<file path="src/rtl/score_entry_pkg.sv">
// Shared definitions for the decimal keypad entry block: state encoding,
// digit/value limits and datapath widths.
package score_entry_pkg;

   localparam int unsigned MAX_DIGITS  = 4;
   localparam int unsigned VALUE_MAX   = 8191;
   localparam int unsigned BCD_MAX     = 9;
   localparam int unsigned DIGIT_WIDTH = 4;
   localparam int unsigned ACC_WIDTH   = 14;
   localparam int unsigned COUNT_WIDTH = 3;

   typedef enum logic [1:0] {
      ST_IDLE  = 2'd0,
      ST_ENTRY = 2'd1,
      ST_DONE  = 2'd2,
      ST_ERR   = 2'd3
   } state_t;

   // True when the nibble is a legal decimal digit.
   function automatic logic is_bcd(input logic [DIGIT_WIDTH-1:0] d);
      return d <= DIGIT_WIDTH'(BCD_MAX);
   endfunction

endpackage

</file>
<file path="src/rtl/score_entry_times_ten_add.sv">
// Shift-and-add decimal step: sum_c = acc*10 + d, without a multiplier.
module times_ten_add
   import score_entry_pkg::*;
(
   input  logic [ACC_WIDTH-1:0]   acc,
   input  logic [DIGIT_WIDTH-1:0] d,
   output logic [ACC_WIDTH-1:0]   sum_c
);

   assign sum_c = (acc << 3) + (acc << 1) + ACC_WIDTH'(d);

endmodule

</file>
<file path="src/rtl/score_entry.sv">
// Keypad decimal entry: accumulates MSB-first BCD digits into a binary value,
// with range checking, error latching and a one-cycle commit pulse.
module score_entry
   import score_entry_pkg::*;
#(
   parameter int unsigned MAX_DIGITS  = 4,
   parameter int unsigned VALUE_WIDTH = 13
) (
   input  logic                   clk,
   input  logic                   rst,
   input  logic [DIGIT_WIDTH-1:0] digit,
   input  logic                   digit_valid,
   input  logic                   commit,
   input  logic                   cancel,
   output logic [VALUE_WIDTH-1:0] value,
   output logic                   valid,
   output logic                   error,
   output logic [COUNT_WIDTH-1:0] count
);

   localparam int unsigned VMAX = (1 << VALUE_WIDTH) - 1;

   state_t                 state, state_n;
   logic [ACC_WIDTH-1:0]   acc, acc_n;
   logic [COUNT_WIDTH-1:0] count_n;
   logic [VALUE_WIDTH-1:0] value_n;
   logic                   valid_n;

   logic [ACC_WIDTH-1:0]   base_acc;
   logic [COUNT_WIDTH-1:0] base_cnt;
   logic [ACC_WIDTH-1:0]   step_sum;
   logic [ACC_WIDTH-1:0]   work_acc;
   logic [COUNT_WIDTH-1:0] work_cnt;
   logic                   digit_ok;
   logic                   digit_bad;

   // A digit arriving after a commit starts a fresh entry.
   assign base_acc = (state == ST_DONE) ? '0 : acc;
   assign base_cnt = (state == ST_DONE) ? '0 : count;

   times_ten_add u_step (
      .acc   (base_acc),
      .d     (digit),
      .sum_c (step_sum)
   );

   // State and datapath registers.
   always_ff @(posedge clk or posedge rst) begin
      if (rst) begin
         state <= ST_IDLE;
         acc   <= '0;
         count <= '0;
         value <= '0;
         valid <= 1'b0;
         error <= 1'b0;
      end else begin
         state <= state_n;
         acc   <= acc_n;
         count <= count_n;
         value <= value_n;
         valid <= valid_n;
         error <= (state_n == ST_ERR);
      end
   end

   // Next state: cancel wins, then the digit, then a commit of the updated sum.
   always_comb begin
      state_n   = state;
      acc_n     = acc;
      count_n   = count;
      value_n   = value;
      valid_n   = 1'b0;
      work_acc  = base_acc;
      work_cnt  = base_cnt;
      digit_ok  = 1'b0;
      digit_bad = 1'b0;

      if (digit_valid) begin
         if (!is_bcd(digit) || base_cnt == COUNT_WIDTH'(MAX_DIGITS)) begin
            digit_bad = 1'b1;
         end else begin
            digit_ok = 1'b1;
            work_acc = step_sum;
            work_cnt = base_cnt + COUNT_WIDTH'(1);
         end
      end

      if (cancel) begin
         state_n = ST_IDLE;
         acc_n   = '0;
         count_n = '0;
      end else if (state != ST_ERR) begin
         if (digit_bad) begin
            state_n = ST_ERR;
         end else if (commit) begin
            if (state == ST_DONE && !digit_ok) begin
               valid_n = 1'b1;
            end else if (work_acc > ACC_WIDTH'(VMAX)) begin
               state_n = ST_ERR;
               acc_n   = work_acc;
               count_n = work_cnt;
            end else begin
               state_n = ST_DONE;
               value_n = VALUE_WIDTH'(work_acc);
               valid_n = 1'b1;
               acc_n   = '0;
               count_n = '0;
            end
         end else if (digit_ok) begin
            state_n = ST_ENTRY;
            acc_n   = work_acc;
            count_n = work_cnt;
         end
      end
   end

endmodule

</file>
<file path="config.mk">
export PLATFORM = sky130hd
export DESIGN_NAME = score_entry
export DESIGN_NICKNAME = d
export VERILOG_FILES = /design/src/rtl/score_entry_pkg.sv /design/src/rtl/score_entry_times_ten_add.sv /design/src/rtl/score_entry.sv
export SDC_FILE = /design/constraint.sdc
export NUM_CORES = 1
export LEC_CHECK = 0
export CORE_MARGIN = 4
export CORE_UTILIZATION = 45
export CTS_CLUSTER_DIAMETER = 40
export CTS_CLUSTER_SIZE = 14
export DETAILED_ROUTE_END_ITERATION = 8
export HOLD_SLACK_MARGIN = 0.12
export PLACE_DENSITY = 0.74
export SLEW_MARGIN = 20
export SYNTH_ARGS = -nofsm -noshare
export SYNTH_HDL_FRONTEND = slang
export SYNTH_HIERARCHICAL = 1
export SYNTH_SLANG_ARGS = --single-unit
</file>
<file path="constraint.sdc">
create_clock -name clk -period 4 [get_ports clk]
set_input_delay 0.8 -clock clk [delete_from_list [all_inputs] [get_ports clk]]
set_output_delay 0.8 -clock clk [all_outputs]
set_load 0.005 [all_outputs]
</file>
**Word-level counts from Yosys, hierarchy flattened**

Cells that the tools add are included.

- Output and inout port bits: 18
- Register bits: 34
- Word-level logic and storage cells: 66
- Bits of input ports: 9

- Muxes and demuxes: 37
- Equal/unequal tests: 6
- $add $sub $neg: 3
- Bitwise logic cells: 4
- $lt $le $gt $ge: 2
- Reduce and logical (&&, ||, !) cells: 8

Operators by type and width:

| kind | number |
|---|---|
| 2-to-1 mux 14 bit | 10 |
| 2-to-1 mux 3 bit | 10 |
| adder 14 bit | 1 |
| adder 14 x 4 -> 14 bit | 1 |
| greater-than comparator 14 x 13 -> 1 bit, second input constant | 1 |
| 2-to-1 mux 2 bit | 6 |
| 2-to-1 mux 1 bit | 11 |
| AND reduction 6 bit | 1 |
| == test 2 bit, second input constant | 2 |
| less-or-equal comparator 4 bit, second input constant | 1 |
| != test 2 bit, second input constant | 2 |
| NOT 1 bit | 4 |
| AND reduction 4 bit | 1 |
| adder 3 x 1 -> 3 bit, second input constant | 1 |
| == test 3 bit, second input constant | 1 |
| != test 3 bit, second input constant | 1 |
| nonzero test 3 bit | 1 |
| logical NOT 1 bit | 2 |
| nonzero test 2 bit | 1 |
| logical AND 1 bit | 1 |
| logical OR 1 bit | 1 |

**Logic depth before layout (Yosys ltp)**

- Depth after elaboration: 14
- Gate-level depth with buffers: 18
- Gate-level depth less buffers: 15

**By module**

Netlist, hierarchy kept.

By module, submodules not included:

| module | area an instance (um2) | sequential area each (um2) | cells each | instances |
|---|---|---|---|---|
| score_entry | 1,913.1 | 850.8 | 175 | 1 |
| times_ten_add | 655.6 | 0.0 | 75 | 1 |

**Least setup slack after synthesis**

Ideal clock, no wire load.

- Kind: reg2reg
- Start point: register state[0]
- End point: register value[4]
- Buffers on the path: 3
- Setup slack: 0.096 ns
- Clock period less this slack: 3.904 ns
- Arrival: 3.779 ns
- Library setup time: 0.125 ns
- Data required time: 3.875 ns
- Stages on the path, launching flop included: 19
- Path through: dfrtp_1 > clkbuf_2 > nand2b_1 > clkbuf_1 > and2_1 > inv_1 > fa_1 > inv_1 > ha_1 > a21oi_1 > o211ai_2 > o2111ai_2 > a31oi_1 > xnor2_1 > o2111ai_2 > nand3b_4 > nand4b_4 > buf_6 > mux2_4

- Elaborated cells on any way between the ends: 21
- Classes of those cells: add/sub: 2; order compare: 1; eq/ne: 3; mux: 8; bitwise: 3; reduce/logical: 4

RTL lines:

| item | line | source |
|---|---|---|
| from (decl) | score_entry.sv:23 | `state_t state, state_n;` |
| from (signal assigned) | score_entry.sv:57 | `state <= state_n;` |
| == test 2 bit | score_entry.sv:38 | `assign base_acc = (state == ST_DONE) ? '0 : acc;` |
| 2-to-1 mux 14 bit | score_entry.sv:38 |  |
| via base_acc[0] | score_entry.sv:29 | `logic [ACC_WIDTH-1:0] base_acc;` |
| adder 14 bit | score_entry_times_ten_add.sv:10 | `assign sum_c = (acc << 3) + (acc << 1) + ACC_WIDTH'(d);` |
| adder 14 x 4 -> 14 bit | score_entry_times_ten_add.sv:10 |  |
| via step_sum[13] | score_entry.sv:31 | `logic [ACC_WIDTH-1:0] step_sum;` |
| 2-to-1 mux 14 bit | score_entry.sv:79 | `if (!is_bcd(digit) \|\| base_cnt == COUNT_WIDTH'(MAX_DIGITS)) begin` |
| 2-to-1 mux 14 bit | score_entry.sv:78 | `if (digit_valid) begin` |
| greater-than comparator 14 x 13 -> 1 bit | score_entry.sv:98 | `end else if (work_acc > ACC_WIDTH'(VMAX)) begin` |
| NOT 1 bit (no source line) | n/a |  |
| AND reduction 6 bit (no source line) | n/a |  |
| to (signal assigned) | score_entry.sv:60 | `value <= value_n;` |
| to (decl) | score_entry.sv:15 | `output logic [VALUE_WIDTH-1:0] value,` |

The timed path passes the listed nets, and every way through them passes these cells.
A chain may end at the register's enable or synchronous reset.

**Worst setup path in the final report**

- Start point: input port digit[3]
- End point: register value[11]

- Elaborated cells on any way between the ends: 17
- Classes of those cells: add/sub: 1; order compare: 2; mux: 6; bitwise: 3; reduce/logical: 5

RTL lines:

| item | line | source |
|---|---|---|
| from (decl) | score_entry.sv:11 | `input logic [DIGIT_WIDTH-1:0] digit,` |
| adder 14 x 4 -> 14 bit | score_entry_times_ten_add.sv:10 |  |
| via step_sum[13] | score_entry.sv:31 |  |
| 2-to-1 mux 14 bit | score_entry.sv:79 |  |
| 2-to-1 mux 14 bit | score_entry.sv:78 |  |
| greater-than comparator 14 x 13 -> 1 bit | score_entry.sv:98 |  |
| NOT 1 bit (no source line) | n/a |  |
| AND reduction 6 bit (no source line) | n/a |  |

The timed path passes the listed nets, and every way through them passes these cells.

==> flow_summary.ini <==
[status]
status = finished clean

[place]
preCtsSetupSlack_ns = -0.163
gp_congestion = 0.885
dp_cells = 349
portBuffers = 26
dp_hpwl_mm = 4.34

[grt]
grt_max_degree = 23
grt_pass1_wl_mm = 9.98
antenna_found_initial = 0
grt_pass1_vias = 2051
grt_overflow_total = 0
grt_usage_pct = 17.5

[setup_path]
slowest_stage = fa_1
critPathMaxFanout = 10
setup.worst_path.class = in -> reg
max_stage_delay_ns = 0.48
rr_worst_depth = 14
worst_setup_path_start_kind = input pin
critPathTopFamily = compound AO/OA/AOI/OAI gates
timing.critical_path.buf_inv = 3
path_depth = 14
required_ns = 4.18
critical_path.cell_chain = clkdlybuf4s50_1 -> inv_1 -> fa_1 -> inv_1 -> ha_1 -> a21oi_2 -> o211ai_2 -> o2111ai_2 -> a31oi_1 -> xnor2_1 -> o2111ai_2 -> nand3b_4 -> nand4b_4 -> mux2_2
cp_data_arrival_time_ns = 3.98
critical_path.endpoint_type = register

[final_layout]
areaGrowthSynthToFinish_pct = 20.2
nets = 319
diodes = 0
layout.cells.non_filler = 357
layout-drive-gt1-share_pct = 18.6
fill_cells = 483

[synth]
syn_area_sq_mm = 0.00256
yosys_warnings = 6
syn_avg_cell_area_sq_um = 10.3
synth_cells = 249
synth_nets = 284

[clock_tree]
insertion_delay_ns = 0.29
cts.clk_slew.worst_paths_ns = 0.08
cts_hold_buf = 0
clk_path_buf_depth = 2
cts_sinks = 34
cts.htree.levels = 2
cts_root_buf = clkbuf_8
cts_setup_buffers = 0
cts_tree = built
cts_buffers = 5

[worst_hold_path]
hold_depth = 1
worstHoldPathType = reg -> reg

[power_and_ir_drop]
ir_drop_mv = 0.222
power.density_mw_per_mm2 = 297
power_leakage_nw = 1.53
power.total_uw = 917

[sta]
period_needed_ns = 3.80
fin_crit_sh_pct = 95.0
rsz0062_at_grt = no
worstMarginPinSlew_ns = 0.774
hold_viol = 0
slew_headroom_pct = 48.2
fin_setup_tns_ns = 0
setup_viol = 0
whs_ns = 0.501
worst_slack_ns = 0.201
fmax_mhz = 263
slew_viol_final = 0
finClkSkew_ns = 0.00782

[floorplan]
num_rows = 27
initial_core_util_pct = 46.6
die-area_sq_mm = 0.00697
dieWidth_um = 83.5
die_y_um = 83.5
io_pins = 27
core_sq_mm = 0.00551

[route]
via_per_inst = 5.62
first_pass_iters = 6
ant_nets = 0
wire_per_inst_um = 16.6
routed_wirelength_mm = 5.91
first_iter_violations = 119
drc_errors = 0
vias = 2007

[job]
cap_violations = 0
-- per-layer routing --
layer / part of all wire, % / global-route usage (%) / routed length [um]
met5: 0 / 0 / 0
met4: 0.78 / 3.51 / 46
met3: 3.6 / 2.86 / 210
met2: 48 / 29.2 / 2810
met1: 48 / 24.1 / 2850
-- where the power goes --
part | leakage, nW | internal, mW | switching [mW]
clock network | 0.0683 | 0.250 | 0.142
registers | 0.467 | 0.358 | 0.00796
logic | 1.00 | 0.0711 | 0.0884
-- area by class of cell --
type,instances,area (sq um),area share (%)
clock buffers,5,68.8,2.23
clock inverters,3,68.8,2.23
inverters,18,67.6,2.19
multi-input cells,185,1570,51.0
flip-flops and latches,34,851,27.6
well taps,72,90.1,2.92
repair buffers,40,365,11.8
-- stage by stage --
stage               area, sq um  utilization [%]
floorplan                  2560                -
global placement           2940             53.4
detailed placement         2940             53.4
CTS                        3080             55.9
global route               3080             56.0
finish                     3080             56.0
-- repair_timing --
| item | in CTS | in global routing |
|---|---|---|
| endpoints found under the hold margin | 0 | 0 |
| endpoints found under the setup margin | 0 | 3 |
| resized for setup | 0 | 1 |
-- layout by cell type (no fill, tap or decap), types with 3 or more instances in the layout --
cell type and n:
o21ai_0 3, nor2_1 7, xnor2_1 6, a31oi_1 3, nand3_1 6, ha_1 24
a31o_2 5, and2_1 14, o22ai_1 3, nand2_1 26, clkbuf_8 5, dfrtp_1 34
mux2_4 5, mux2i_1 12, xor2_1 5, mux2_2 9, clkdlybuf4s50_1 26, inv_1 18
o32ai_1 7, nor3b_1 5, buf_4 14, a21oi_1 9
-- final timing paths --
kind	slack, ns	startpoint	end
setup / recovery	0.20	digit[3]	value[11]
hold / removal	0.50	acc[13]	acc[13]
setup reg to reg	0.26	state[0]	value[11]
hold reg to reg	0.50	acc[13]	acc[13]
max in group asynchronous	2.47	rst	value[6]
min in group asynchronous	0.83	rst	value[0]
-- flip-flops by register name, indices dropped and copies added (netlist names) --
register,flops
value,13
error,1
count,3
acc,14
valid,1
state,2
(Power assumes the default switching activity.)
